$ cat config.mk
export PLATFORM = sky130hd
export DESIGN_NAME = mod_counter_flat
export DESIGN_NICKNAME = d
export VERILOG_FILES = /design/src/rtl/mod_counter_pkg.sv /design/src/rtl/mod_counter_if.sv /design/src/rtl/mod_counter_prescaler.sv /design/src/rtl/mod_counter.sv /design/src/flat_wrapper.sv
export SDC_FILE = /design/constraint.sdc
export NUM_CORES = 1
export LEC_CHECK = 0
export ABC_AREA = 1
export CAP_MARGIN = 20
export CELL_PAD_IN_SITES_DETAIL_PLACEMENT = 0
export CELL_PAD_IN_SITES_GLOBAL_PLACEMENT = 1
export CORE_UTILIZATION = 34
export DETAILED_ROUTE_END_ITERATION = 10
export GPL_TIMING_DRIVEN = 0
export PLACE_DENSITY_LB_ADDON = 0.1
export SYNTH_ARGS = -nofsm -noshare
export SYNTH_HDL_FRONTEND = slang
export SYNTH_SLANG_ARGS = --single-unit
$ cat constraint.sdc
create_clock -name clk -period 3.4 [get_ports clk]
set_clock_uncertainty 0.15 [all_clocks]
set_input_delay 0.68 -clock clk [delete_from_list [all_inputs] [get_ports clk]]
set_output_delay 0.68 -clock clk [all_outputs]
set_load 0.02 [all_outputs]
$ cat src/rtl/mod_counter_pkg.sv
// mod_counter_pkg
//   Shared definitions for the mod_counter block: terminal-mode encodings
//   and the next-count function used by the counter datapath.
//   Optional feature macro used by this slice: COUNTER_PRESCALE_EN.
package mod_counter_pkg;

    localparam int MODE_WRAP = 0;
    localparam int MODE_SAT  = 1;

    // Widest counter the helper supports; callers zero-extend their count
    // into this type and truncate the result back to their own width.
    localparam int CNT_MAX_W = 64;
    typedef logic [CNT_MAX_W-1:0] cnt_word_t;

    // Next count for one step. An up-step only increments while below
    // max_val and a down-step only decrements above zero, so the result
    // never exceeds max(count, max_val) and truncation to the caller's
    // width is lossless.
    function automatic cnt_word_t next_count(input cnt_word_t count,
                                             input cnt_word_t max_val,
                                             input logic      up_dn,
                                             input int        mode);
        cnt_word_t res;
        if (up_dn) begin
            if (count >= max_val) res = (mode == MODE_SAT) ? count : '0;
            else                  res = count + 1'b1;
        end else begin
            if (count == '0)      res = (mode == MODE_SAT) ? '0 : max_val;
            else                  res = count - 1'b1;
        end
        return res;
    endfunction

endpackage

$ cat src/rtl/mod_counter_if.sv
// mod_counter_if
//   Control/status bundle of mod_counter.
//   master : driver of the counter (count_en, count_clr, up_dn, load,
//            load_val, max_val, flag_clr, presc_div -> count, tc, evt,
//            ovf_sticky, unf_sticky)
//   slave  : the counter itself.
//   presc_div only matters when COUNTER_PRESCALE_EN is defined.
interface mod_counter_if #(
    parameter int WIDTH   = 8,
    parameter int PRESC_W = 4
);
    logic               count_en;
    logic               count_clr;
    logic               up_dn;
    logic               load;
    logic [WIDTH-1:0]   load_val;
    logic [WIDTH-1:0]   max_val;
    logic               flag_clr;
    logic [PRESC_W-1:0] presc_div;
    logic [WIDTH-1:0]   count;
    logic               tc;
    logic               evt;
    logic               ovf_sticky;
    logic               unf_sticky;

    modport master (
        output count_en, count_clr, up_dn, load, load_val, max_val,
               flag_clr, presc_div,
        input  count, tc, evt, ovf_sticky, unf_sticky
    );

    modport slave (
        input  count_en, count_clr, up_dn, load, load_val, max_val,
               flag_clr, presc_div,
        output count, tc, evt, ovf_sticky, unf_sticky
    );
endinterface

$ cat src/rtl/mod_counter_prescaler.sv
// counter_prescaler
//   Enable divider for mod_counter: tick is asserted on every (div+1)-th
//   cycle with en=1; the phase holds while en=0 and restarts on clr.
//   Ports: clk, rst_n (async active-low), en, clr, div[PRESC_W] -> tick.
//   Only compiled when COUNTER_PRESCALE_EN is defined.
`ifdef COUNTER_PRESCALE_EN
module counter_prescaler #(
    parameter int PRESC_W = 4
) (
    input  logic               clk,
    input  logic               rst_n,
    input  logic               en,
    input  logic               clr,
    input  logic [PRESC_W-1:0] div,
    output logic               tick
);
    logic [PRESC_W-1:0] cnt_q;

    assign tick = en & (cnt_q == div);

    always_ff @(posedge clk or negedge rst_n) begin
        if (!rst_n)      cnt_q <= '0;
        else if (clr)    cnt_q <= '0;
        else if (en)     cnt_q <= tick ? '0 : cnt_q + 1'b1;
    end
endmodule
`endif

$ cat src/rtl/mod_counter.sv
// mod_counter
//   Parametrised up/down modulo counter with load, wrap/saturate terminal
//   behaviour and registered terminal event / sticky over/underflow flags.
//   Ports: clk, rst_n (async active-low), bus (mod_counter_if.slave):
//     count_en, count_clr, up_dn, load, load_val, max_val, flag_clr,
//     presc_div -> count, tc (combinational), evt, ovf_sticky, unf_sticky.
//   Optional prescaler: define COUNTER_PRESCALE_EN.
module mod_counter
    import mod_counter_pkg::*;
#(
    parameter int WIDTH   = 8,
    parameter int MODE    = MODE_WRAP,
    parameter int PRESC_W = 4
) (
    input  logic          clk,
    input  logic          rst_n,
    mod_counter_if.slave  bus
);
    logic [WIDTH-1:0] count_q;
    logic [WIDTH-1:0] count_nxt;
    logic             evt_q;
    logic             ovf_q;
    logic             unf_q;
    logic             tc_int;
    logic             tick;
    logic             step;
    logic             term_step;

`ifdef COUNTER_PRESCALE_EN
    // Load restarts the prescaler phase just like clear.
    counter_prescaler #(.PRESC_W(PRESC_W)) u_presc (
        .clk   (clk),
        .rst_n (rst_n),
        .en    (bus.count_en),
        .clr   (bus.count_clr | bus.load),
        .div   (bus.presc_div),
        .tick  (tick)
    );
`else
    logic unused_presc;
    assign unused_presc = ^bus.presc_div;
    assign tick         = 1'b1;
`endif

    always_comb begin
        tc_int    = bus.up_dn ? (count_q >= bus.max_val) : (count_q == '0);
        step      = bus.count_en & tick & ~bus.load;
        term_step = step & tc_int;
        count_nxt = WIDTH'(next_count(cnt_word_t'(count_q),
                                      cnt_word_t'(bus.max_val),
                                      bus.up_dn, MODE));
    end

    always_ff @(posedge clk or negedge rst_n) begin
        if (!rst_n) begin
            count_q <= '0;
            evt_q   <= 1'b0;
            ovf_q   <= 1'b0;
            unf_q   <= 1'b0;
        end else if (bus.count_clr) begin
            count_q <= '0;
            evt_q   <= 1'b0;
            ovf_q   <= 1'b0;
            unf_q   <= 1'b0;
        end else begin
            if (bus.load)  count_q <= bus.load_val;
            else if (step) count_q <= count_nxt;
            // term_step is already 0 during load, so evt drops there too.
            evt_q <= term_step;
            // A terminal event in the same cycle as flag_clr keeps the flag set.
            ovf_q <= (term_step &  bus.up_dn) | (ovf_q & ~bus.flag_clr);
            unf_q <= (term_step & ~bus.up_dn) | (unf_q & ~bus.flag_clr);
        end
    end

    assign bus.count      = count_q;
    assign bus.tc         = tc_int;
    assign bus.evt        = evt_q;
    assign bus.ovf_sticky = ovf_q;
    assign bus.unf_sticky = unf_q;
endmodule

$ cat src/flat_wrapper.sv
// flat-port wrapper written by rule: the top's interface ports become plain ports
module mod_counter_flat import mod_counter_pkg::*;
#(
    parameter int WIDTH   = 8,
    parameter int MODE    = MODE_WRAP,
    parameter int PRESC_W = 4
)
  (clk, rst_n, bus_count_en, bus_count_clr, bus_up_dn, bus_load, bus_load_val, bus_max_val, bus_flag_clr, bus_presc_div, bus_count, bus_tc, bus_evt, bus_ovf_sticky, bus_unf_sticky);
  mod_counter_if #(.WIDTH(WIDTH), .PRESC_W(PRESC_W)) bus_i ();
  input  logic clk;
  input  logic rst_n;
  input wire logic [$bits(bus_i.count_en)-1:0] bus_count_en;
  input wire logic [$bits(bus_i.count_clr)-1:0] bus_count_clr;
  input wire logic [$bits(bus_i.up_dn)-1:0] bus_up_dn;
  input wire logic [$bits(bus_i.load)-1:0] bus_load;
  input wire logic [$bits(bus_i.load_val)-1:0] bus_load_val;
  input wire logic [$bits(bus_i.max_val)-1:0] bus_max_val;
  input wire logic [$bits(bus_i.flag_clr)-1:0] bus_flag_clr;
  input wire logic [$bits(bus_i.presc_div)-1:0] bus_presc_div;
  output wire logic [$bits(bus_i.count)-1:0] bus_count;
  output wire logic [$bits(bus_i.tc)-1:0] bus_tc;
  output wire logic [$bits(bus_i.evt)-1:0] bus_evt;
  output wire logic [$bits(bus_i.ovf_sticky)-1:0] bus_ovf_sticky;
  output wire logic [$bits(bus_i.unf_sticky)-1:0] bus_unf_sticky;
  assign bus_i.count_en = bus_count_en;
  assign bus_i.count_clr = bus_count_clr;
  assign bus_i.up_dn = bus_up_dn;
  assign bus_i.load = bus_load;
  assign bus_i.load_val = bus_load_val;
  assign bus_i.max_val = bus_max_val;
  assign bus_i.flag_clr = bus_flag_clr;
  assign bus_i.presc_div = bus_presc_div;
  assign bus_count = bus_i.count;
  assign bus_tc = bus_i.tc;
  assign bus_evt = bus_i.evt;
  assign bus_ovf_sticky = bus_i.ovf_sticky;
  assign bus_unf_sticky = bus_i.unf_sticky;
  mod_counter #(.WIDTH(WIDTH), .MODE(MODE), .PRESC_W(PRESC_W)) u_core (.clk(clk), .rst_n(rst_n), .bus(bus_i));
endmodule
Yosys cells after proc, flatten, opt, wreduce, memory -nomap -nowiden:

Cells that the tools add are included.

* register bits: 11
* latch bits: 0
* bits in writable memories: 0
* bits in read-only memories: 0
* input port bits: 27
* output and inout port bits: 12
* logic and storage cells: 31
* memories: 0

* add/sub/neg operators: 2
* multipliers: 0
* divide/modulo/power cells: 0
* magnitude comparators: 2
* eq/ne operators: 0
* shifts and indexed selects: 0
* muxes and demuxes: 10
* bitwise logic cells: 11
* reductions and logical operators: 2

Operators by type and width (count)
* 8-bit two-way mux: 6
* 8-bit greater-or-equal comparator: 2
* 8-bit by 1-bit adder with 8-bit output, second input constant: 1
* 8-bit logical NOT: 1
* 8-bit by 1-bit subtractor with 8-bit output, second input constant: 1
* 1-bit bitwise AND: 6
* 1-bit two-way mux: 4
* 1-bit NOT: 3
* 3-bit nonzero test: 1
* 1-bit OR: 2

Depth between registers and ports, before layout:

Gate-level depths: netlist of run 1.

* depth in word-level cells: 6
* depth in mapped cells: 14
* mapped depth without buffers: 14

Worst setup path before layout of run 1:

No wires, ideal clock.

* kind: input port to output port
* from: input bus_max_val[7]
* to: output bus_tc
* arrival time: 1.632 ns
* required time: 2.570 ns
* setup slack: 0.938 ns
* cell stages on the path: 10
* path buffers: 0
* cells stage by stage: inv_1 -> ha_1 -> nand2_1 -> inv_1 -> nand2_1 -> nor2_4 -> nor2_4 -> nand2_2 -> nand2_2 -> inv_1

* cells in the longest elaborated chain, start to end: 2

RTL lines
* start: declaration: line flat_wrapper.sv:17 `input wire logic [$bits(bus_i.max_val)-1:0] bus_max_val;`
* 8-bit greater-or-equal comparator: line mod_counter.sv:46 `tc_int = bus.up_dn ? (count_q >= bus.max_val) : (count_q == '0);`
* 1-bit two-way mux: line mod_counter.sv:46
* end: declaration: line flat_wrapper.sv:21 `output wire logic [$bits(bus_i.tc)-1:0] bus_tc;`

Every way passes these cells.

Worst setup path after layout of run 1:

Same ends and word-level chain as after synthesis.

==> impl_metrics.py, run 1 <==
metrics = {
    "outcome": {
        "status": "finished clean",
    },
    "power_and_ir_drop": {
        "power_switching_uw": 223,
        "power_density_nw_per_um2": 322,
        "irDropWorstVdd_mv": 0.198,
        "total_power_uw": 558,
        "power_frac_comb_pct": 48.5,
        "p_seq_share_pct": 27.5,
        "p_leak_nw": 0.934,
        "p_int_uw": 334,
        "clkPwrFrac_pct": 24.0,
        "netSwitchingFraction_pct": 40.0,
    },
    "job": {
        "max_cap_violations": 0,
    },
    "logic_synthesis": {
        "synthDistinctLibCells": 22,
        "synth_edf_count": 0,
        "synthCells": 209,
        "ys_seq_area_share_pct": 21.4,
        "yosysTopAreaCell": "dfrtp_1",
        "ys_seq_elements": 11,
        "synth_top_area_share_pct": 21.4,
        "yosysWarnings": 0,
        "avgSynthCellArea_um2": 6.15,
        "synth.net_count": 247,
        "synthFlopType": "dfrtp_1",
        "async_flop_share_pct": 100,
        "syn_area_um2": 1290,
        "ys_top_cells_by_count": "nand2_1, nand3_1, inv_1, dfrtp_1, ha_1",
        "synth_most_common_cell": "nand2_1",
        "synth.area.top_cells": "dfrtp_1, nand2_1, nand3_1",
    },
    "floorplanning": {
        "die-area_um2": 4030,
        "row_count": 21,
        "core_um2": 3470,
        "die_h_um": 63.5,
        "initial_utilization_pct": 37.1,
        "ios": 39,
        "chipWidth_um": 63.5,
    },
    "grt": {
        "grt_max_degree": 12,
        "gr-total-overflow": 0,
        "grt_util_all_layers_pct": 19.8,
        "antenna_found_initial": 0,
        "grt_pass1_wl_um": 6360,
        "first_global_vias": 1356,
    },
    "timing": {
        "fmaxAchievable_ghz": 0.312,
        "setup_violations": 0,
        "hold_viol_final": 0,
        "finalCritPeriodShare_pct": 94.3,
        "tns_ns": 0,
        "worstMarginPinSlew_ns": 0.977,
        "relSlewSlack_pct": 34.3,
        "rsz0062_at_grt": "false",
        "slew_violations": 0,
        "final.min_clock_period_ns": 3.21,
        "timing.hold.ws_ns": 0.357,
        "setup_slack_ns": 0.194,
    },
    "clock_network": {
        "path_clk_slew_ns": 0.05,
        "root_buffer": "clkbuf_8",
        "cts_max_path_buffers": 2,
        "cts_tree": "yes",
        "htreeDepth": 1,
        "cts_sinks": 11,
        "cts_buffers": 3,
        "insertion_delay_ns": 0.24,
    },
    "place": {
        "io_buffers": 34,
        "placed_cells": 289,
        "place_ws_ns": -0.173,
        "place_hpwl_um": 2850,
        "place_area_um2": 1680,
        "place.gp.congestion": 0.803,
    },
    "worst_setup_path": {
        "worstPathRequired_ns": 2.57,
        "endpoint_kind": "output pin",
        "path_max_fanout": 6,
        "worstPathCellList": "clkdlybuf4s50_1 > inv_1 > ha_1 > nand2_1 > inv_1 > nand2_1 > nand3_2 > nor2_4 > nand2_2 > nand2_2 > inv_1 > clkbuf_2",
        "critPathLaunchType": "primary input",
        "critPathMaxStageDelay_ns": 0.45,
        "arrival_ns": 2.38,
        "setup.worst_path.class": "in -> out",
        "rrSetupSlack_ns": 1.44,
        "crit_top_cell": "inv_1",
        "cp_slowest_cell": "clkdlybuf4s50_1",
        "regToRegEndpoint": "u_core.bus.ovf_sticky",
        "r2r_cells": 11,
        "reg2reg_from": "u_core.bus.count[7]",
    },
    "worst_hold_path": {
        "worst_hold_path_type": "reg -> reg",
        "hp-start": "u_core.bus.ovf_sticky",
        "min_to": "u_core.bus.ovf_sticky",
        "hold_depth": 2,
    },
    "final_layout": {
        "area_growth_syn_to_layout_pct": 34.8,
        "final_area_um2": 1730,
        "utilization_pct": 50.0,
        "instances_no_fill": 294,
        "drive_above_1_share_pct": 11.7,
        "num-nets-final": 287,
        "n_antenna_cell": 0,
    },
    "route": {
        "vias": 1386,
        "wl_per_cell_um": 12.2,
        "routed_wl_um": 3590,
        "ant_nets": 0,
        "viasPerCell": 4.71,
        "first_pass_iters": 4,
        "route.detailed.drc": 0,
        "drtIter0Drc": 59,
    },
}
## layout make-up
| cell class | count | area, µm² |
|---|---|---|
| inverters | 30 | 113 |
| fillers | 368 | 1730 |
| plain buffers | 6 | 28.8 |
| flip-flops and latches | 11 | 275 |
| clock buffers | 4 | 45.0 |
| repair buffers | 35 | 343 |
| well taps | 46 | 57.6 |
| multi-input cells | 162 | 872 |
## logic make-up after synthesis
kind of cell / after synthesis / synth area share [%]
and+or+nand+nor: 132 / 48.0
buffers and inverters: 36 / 11.0
AOI/OAI and AO/OA: 14 / 5.54
adders and majority gates: 11 / 10.7
DFF: 11 / 21.4
xor gates and xnor gates: 5 / 3.41
## placed cells by master (no fill, tap or decap), types with 5 or more instances in the layout
cell type,instances
nand2_1,72
clkdlybuf4s50_1,33
inv_2,6
nor2_4,5
dfrtp_1,11
inv_1,24
o21ai_1,6
ha_1,11
nand3_1,33
nor2_1,9
buf_2,5
a21oi_1,7
## worst max path at each step
stage | start | end | slack, ns
final | bus_max_val[7] | bus_tc | 0.19
after CTS | bus_max_val[7] | bus_tc | 0.03
after global routing | bus_max_val[7] | bus_tc | 0.01
after floorplan | bus_max_val[7] | bus_tc | 0.94
after global placement | bus_max_val[7] | bus_tc | -0.19
after detailed placement | bus_max_val[7] | bus_tc | -0.17
## registers in the layout (all words and copies together), names as in the netlist
name,cells
u_core.bus.unf_sticky,1
u_core.bus.evt,1
u_core.bus.count,8
u_core.bus.ovf_sticky,1
## layer usage
| metal | vias to the layer above | share of wire [%] | track usage [%] |
|---|---|---|---|
| met1 | 615 | 51 | 27.8 |
| met5 | - | 0 | 0 |
| met3 | 2 | 3.3 | 1.81 |
| met4 | 0 | 0.59 | 4.55 |
| li1 | 741 | - | - |
| met2 | 28 | 46 | 32.4 |
## power groups by stage
stage                     clock, mW  combinational [mW]  sequential, mW
after detailed placement          0               0.271           0.156
after global routing          0.147               0.305           0.156
after floorplan                   0               0.166           0.165
after CTS                     0.138               0.271           0.154
after global placement            0               0.271           0.156
final                         0.134               0.271           0.154
## critical path, delay by kind of cell
kind | cells | cell delay [ns]
and+or+nand+nor | 6 | 0.65
buffers and inverters | 5 | 0.76
adders and majority gates | 1 | 0.28
## timing repair
| action | CTS | global route |
|---|---|---|
| pin swaps | 0 | 1 |
| setup buffers | 0 | 1 |
| gates resized for setup | 2 | 2 |
| setup endpoints to repair | 1 | 1 |
| hold buffers | 0 | 0 |
| hold endpoints to repair | 0 | 0 |
Note: power is estimated with default switching activity, not from simulation.
==> run 2: changes to the inputs <==
--- a/config.mk
+++ b/config.mk
@@ -5,11 +5,10 @@
 export SDC_FILE = /design/constraint.sdc
 export NUM_CORES = 1
 export LEC_CHECK = 0
-export ABC_AREA = 1
 export CAP_MARGIN = 20
 export CELL_PAD_IN_SITES_DETAIL_PLACEMENT = 0
 export CELL_PAD_IN_SITES_GLOBAL_PLACEMENT = 1
-export CORE_UTILIZATION = 34
+export CORE_UTILIZATION = 36
 export DETAILED_ROUTE_END_ITERATION = 10
 export GPL_TIMING_DRIVEN = 0
 export PLACE_DENSITY_LB_ADDON = 0.1
==> impl_metrics.py, run 2 <==
metrics = {
    "final_layout": {
        "num-nets-final": 234,
        "largest_register_ffs": 8,
        "mostFrequentLayoutCells": "clkdlybuf4s50_1, nor2_1, inv_1, a21oi_1, dfrtp_1",
        "area_growth_syn_to_layout_pct": 37.0,
        "n_antenna_cell": 0,
        "drive_above_1_share_pct": 16.9,
        "final_common_cell": "clkdlybuf4s50_1",
    },
    "route": {
        "wl_per_cell_um": 15.3,
        "first_pass_iters": 4,
        "route.detailed.drc": 0,
        "vias": 1298,
        "viasPerCell": 5.39,
        "routed_wl_um": 3700,
        "drtIter0Drc": 60,
        "ant_nets": 0,
    },
    "grt": {
        "antenna_found_initial": 0,
        "gr-total-overflow": 0,
        "grt_util_all_layers_pct": 22.0,
        "grt_max_degree": 12,
        "grt_pass1_wl_um": 5910,
        "first_global_vias": 1235,
    },
    "logic_synthesis": {
        "avgSynthCellArea_um2": 8.16,
        "synth_edf_count": 0,
        "synthFlopType": "dfrtp_1",
        "synth.net_count": 194,
        "synth.area.top_cells": "dfrtp_1, ha_1, a21oi_1",
        "synth_most_common_cell": "nor2_1",
        "synthDistinctLibCells": 46,
        "async_flop_share_pct": 100,
        "ys_seq_area_share_pct": 21.6,
        "synthCells": 156,
        "yosysTopAreaCell": "dfrtp_1",
        "syn_area_um2": 1270,
        "ys_seq_elements": 11,
        "yosysWarnings": 0,
        "ys_top_cells_by_count": "nor2_1, inv_1, a21oi_1, dfrtp_1, ha_1",
        "synth_top_area_share_pct": 21.6,
    },
    "worst_setup_path": {
        "worstPathRequired_ns": 2.57,
        "endpoint_kind": "output pin",
        "path_depth": 9,
        "setup.worst_path.class": "in -> out",
        "arrival_ns": 2.48,
        "worstPathCellList": "clkdlybuf4s50_1 > inv_1 > ha_2 > a211oi_2 > o21ai_2 > a2111oi_4 > buf_6 > nor2_1 > buf_4",
        "path_max_fanout": 2,
        "cp_slowest_cell": "a2111oi_4",
        "critPathMaxStageDelay_ns": 0.48,
        "critPathLaunchType": "primary input",
        "r2r_cells": 9,
        "cp_num_buf_inv": 4,
        "critPathTopFamily": "buffers and inverters",
    },
    "timing": {
        "tns_ns": 0,
        "finalCritPeriodShare_pct": 97.2,
        "slew_violations": 0,
        "setup_slack_ns": 0.0949,
        "setup_violations": 0,
        "hold_viol_final": 0,
        "rsz0062_at_grt": "false",
        "final.min_clock_period_ns": 3.31,
        "fmaxAchievable_ghz": 0.303,
        "worstMarginPinSlew_ns": 0.579,
        "relSlewSlack_pct": 61.3,
    },
    "power_and_ir_drop": {
        "power_density_nw_per_um2": 302,
        "irDropWorstVdd_mv": 0.166,
        "p_leak_nw": 0.742,
    },
    "floorplanning": {
        "row_count": 21,
        "die-area_um2": 3780,
        "die_h_um": 61.5,
        "core_um2": 3360,
        "chipWidth_um": 61.5,
        "ios": 39,
        "initial_utilization_pct": 37.8,
    },
    "clock_network": {
        "ctsHoldBuffers": 0,
        "insertion_delay_ns": 0.28,
        "cts_buffers": 3,
        "htreeDepth": 1,
        "path_clk_slew_ns": 0.08,
        "root_buffer": "clkbuf_4",
        "cts_sinks": 11,
        "cts_tree": "yes",
        "cts_max_path_buffers": 2,
    },
    "job": {
        "max_cap_violations": 0,
    },
    "place": {
        "place.gp.congestion": 0.865,
        "io_buffers": 33,
        "place_ws_ns": -0.723,
        "place_hpwl_um": 2820,
    },
    "outcome": {
        "status": "finished clean",
    },
    "worst_hold_path": {
        "worst_hold_path_type": "reg -> reg",
        "hold_depth": 2,
    },
}
run 2: final timing paths:
check | startpoint | endpoint | slack, ns
worst max-delay path | bus_max_val[2] | bus_tc | 0.09
worst min-delay path | u_core.bus.ovf_sticky | u_core.bus.ovf_sticky | 0.38
worst max register to register | u_core.bus.count[0] | u_core.bus.count[7] | 0.81
worst min register to register | u_core.bus.ovf_sticky | u_core.bus.ovf_sticky | 0.38
max in group asynchronous | rst_n | u_core.bus.count[0] | 2.07
min in group asynchronous | rst_n | u_core.bus.unf_sticky | 0.61
run 2: power breakdown:
part	switching, mW	internal, mW	leakage, nW
Combinational	0.141	0.128	0.581
Clock	0.0517	0.0456	0.0150
Sequential	0.0193	0.140	0.146
Total	0.212	0.313	0.742
run 2: layer usage:
metal	up-vias	GRT usage, %	routed length (µm)
met5	-	0	0
met4	0	8.89	76
met3	7	2.10	234
met2	50	36.6	1720
met1	594	29.3	1660
li1	647	-	-
run 2: cell type report:
class                           instances  area (µm²)
Timing Repair Buffer                   35         345
Buffer                                 10        66.3
Tap cell                               46        57.6
Fill cell                             361        1620
Sequential cell                        11         277
Inverter                               15        56.3
Multi-Input combinational cell        120         915
Clock buffer                            4        26.3
run 2: timing repair:
item / 4_1_cts / 5_1_grt
setup buffers: 2 / 0
pin swaps: 5 / 5
resized for setup: 9 / 8
endpoints found under the setup margin: 1 / 1
run 2: cell families (layout without fill, tap and decap cells):
kind of cell / Yosys count / count (layout) / share of synthesized area [%]
AND/OR/NAND/NOR: 58 / 58 / 26.1
AO/OA/AOI/OAI: 45 / 45 / 27.7
buffers and inverters: 25 / 64 / 9.64
adder cells (fa/ha/maj): 11 / 11 / 10.8
flip-flops: 11 / 11 / 21.6
XOR/XNOR: 6 / 6 / 4.13
run 2: metrics by stage:
stage / util, % / instance area [µm²] / power (mW) / hold slack, ns / std cells
5_1_grt: 51.8 / 1740 / 0.562 / 0.431 / 241
6_report: 51.8 / 1740 / 0.525 / 0.384 / 241
3_3_place_gp: 49.4 / 1660 / 0.416 / 0.347 / 235
4_1_cts: 51.0 / 1720 / 0.523 / 0.391 / 241
2_1_floorplan: - / 1270 / 0.328 / 0.234 / 156
3_5_place_dp: 49.4 / 1660 / 0.419 / 0.379 / 235
run 2: tightest hold or removal path: stages, from the launching register on:
cell	delay [ns]
dfrtp_1	0.38
nand2_1	0.06
a21oi_1	0.05
==> run 3: changes to the inputs <==
--- a/config.mk
+++ b/config.mk
@@ -8,6 +8,7 @@
 export CAP_MARGIN = 20
 export CELL_PAD_IN_SITES_DETAIL_PLACEMENT = 0
 export CELL_PAD_IN_SITES_GLOBAL_PLACEMENT = 1
+export CORE_MARGIN = 2
 export CORE_UTILIZATION = 36
 export DETAILED_ROUTE_END_ITERATION = 10
 export GPL_TIMING_DRIVEN = 0
==> constraint.sdc (replaced) <==
create_clock -name clk -period 3.83 [get_ports clk]
set_clock_uncertainty 0.15 [all_clocks]
set_input_delay 0.766 -clock clk [delete_from_list [all_inputs] [get_ports clk]]
set_output_delay 0.766 -clock clk [all_outputs]
set_load 0.02 [all_outputs]
==> impl_metrics.py, run 3 (synthesized netlist as in run 2, its figures left out) <==
metrics = {
    "outcome": {
        "status": "finished clean",
    },
    "final_layout": {
        "instances_no_fill": 241,
        "fillerInstances": 369,
        "utilization_pct": 50.6,
        "num-nets-final": 234,
        "area_growth_syn_to_layout_pct": 33.6,
        "final_common_cell": "clkdlybuf4s50_1",
        "n_antenna_cell": 0,
        "largest_register_ffs": 8,
        "mostFrequentLayoutCells": "clkdlybuf4s50_1, nor2_1, inv_1, a21oi_1",
        "drive_above_1_share_pct": 13.3,
    },
    "timing": {
        "relSlewSlack_pct": 62.0,
        "final.min_clock_period_ns": 3.72,
        "fmaxAchievable_ghz": 0.269,
        "hold_viol_final": 0,
        "setup_violations": 0,
        "slew_violations": 0,
        "setup_slack_ns": 0.114,
        "rsz0062_at_grt": "false",
        "worstMarginPinSlew_ns": 0.569,
        "finalCritPeriodShare_pct": 97.0,
    },
    "worst_setup_path": {
        "regToRegEndpoint": "u_core.bus.count[7]",
        "r2r_cells": 9,
        "rrSetupSlack_ns": 1.05,
        "reg2reg_from": "u_core.bus.count[0]",
        "path_max_fanout": 2,
        "crit_path_start": "bus_max_val[3]",
        "critPathLaunchType": "primary input",
        "cp-endpoint": "bus_tc",
        "worstPathRequired_ns": 2.91,
        "setup.worst_path.class": "in -> out",
        "arrival_ns": 2.80,
        "endpoint_kind": "output pin",
    },
    "route": {
        "first_pass_iters": 4,
        "route.detailed.drc": 0,
        "routed_wl_um": 3660,
        "ant_nets": 0,
        "viasPerCell": 5.44,
        "wl_per_cell_um": 15.2,
        "vias": 1310,
        "drtIter0Drc": 33,
    },
    "place": {
        "place_hpwl_um": 2870,
        "place_ws_ns": -0.456,
        "placed_cells": 235,
        "place.gp.congestion": 0.875,
        "io_buffers": 33,
    },
    "grt": {
        "grt.met2_usage_pct": 32.5,
        "busiest_layer": "met2",
        "gr-total-overflow": 0,
        "gr-usage-met1_pct": 25.0,
        "grt_pass1_wl_um": 6130,
        "antenna_found_initial": 0,
        "first_global_vias": 1286,
        "grt_max_degree": 12,
        "grt_util_all_layers_pct": 19.4,
        "grt_use_met3_pct": 1.96,
    },
    "floorplanning": {
        "row_count": 21,
        "chipWidth_um": 63.5,
        "initial_utilization_pct": 37.8,
        "core_um2": 3360,
        "die_h_um": 63.5,
        "ios": 39,
        "die-area_um2": 4030,
    },
    "clock_network": {
        "ctsHoldBuffers": 0,
        "insertion_delay_ns": 0.28,
        "cts_tree": "yes",
        "cts_sinks": 11,
        "root_buffer": "clkbuf_4",
        "path_clk_slew_ns": 0.08,
        "cts_buffers": 3,
        "cts_max_path_buffers": 2,
        "htreeDepth": 1,
    },
    "power_and_ir_drop": {
        "total_power_uw": 458,
        "p_leak_nw": 0.723,
        "power_density_nw_per_um2": 269,
        "irDropWorstVdd_mv": 0.125,
    },
    "worst_hold_path": {
        "worst_hold_path_type": "reg -> reg",
    },
    "job": {
        "max_cap_violations": 0,
    },
}
[run 3: cell count changes in the layout (fill, tap and decap cells not counted), moves of 2 or more]
cell,change
ha_4,-2
dlymetal6s2s_1,-2
dlygate4sd2_1,-2
ha_1,+3
clkdlybuf4s50_1,+4
[run 3: worst min-delay path by stage]
stage | from | endpoint | depth (start not counted)
2_1_floorplan | rst_n | u_core.bus.count[0] | 0
3_3_place_gp | u_core.bus.unf_sticky | u_core.bus.unf_sticky | 2
3_5_place_dp | u_core.bus.unf_sticky | u_core.bus.unf_sticky | 2
4_1_cts | u_core.bus.unf_sticky | u_core.bus.unf_sticky | 2
5_1_grt | u_core.bus.ovf_sticky | u_core.bus.ovf_sticky | 2
6_report | u_core.bus.unf_sticky | u_core.bus.unf_sticky | 2
[run 3: power by group]
group	total, mW	internal [mW]	switching (mW)
Sequential	0.140	0.124	0.0160
Clock	0.0839	0.0404	0.0435
Combinational	0.234	0.111	0.124
Total	0.458	0.275	0.183
[run 3: repair_timing]
item / in CTS / in global routing
endpoints found under the hold margin: 0 / 0
pin swaps: 1 / 1
setup endpoints to repair: 1 / 1
setup buffers: 2 / 0
gates resized for setup: 3 / 1
[run 3: layout make-up]
cell class / instances / area (µm²) / share of cell area, %
multi-input cells: 120 / 878 / 51.7
well taps: 46 / 57.6 / 3.38
plain buffers: 10 / 66.3 / 3.90
flip-flops and latches: 11 / 275 / 16.2
inverters: 15 / 56.3 / 3.31
repair buffers: 35 / 340 / 20.0
clock buffers: 4 / 26.3 / 1.55
[run 3: through the flow]
stage | area, µm² | TNS, ns | hold WS, ns
4_1_cts | 1710 | 0 | 0.373
6_report | 1700 | 0 | 0.369
3_3_place_gp | 1660 | -0.458 | 0.348
5_1_grt | 1700 | 0 | 0.425
2_1_floorplan | 1270 | 0 | 0.320
3_5_place_dp | 1660 | -0.456 | 0.355
[run 3: routing by layer]
layer  vias to the layer above  part of all wire (%)
met1                       600                    46
met2                        51                    46
li1                        648                     -
met5                         -                     0
met3                        11                   4.9
met4                         0                   2.7
[run 3: critical path, stage by stage]
cell,delay (ns)
clkdlybuf4s50_1,0.49
inv_1,0.06
ha_1,0.30
a211oi_2,0.24
o21ai_2,0.11
a2111oi_4,0.49
buf_6,0.16
nor2_1,0.04
clkbuf_2,0.15
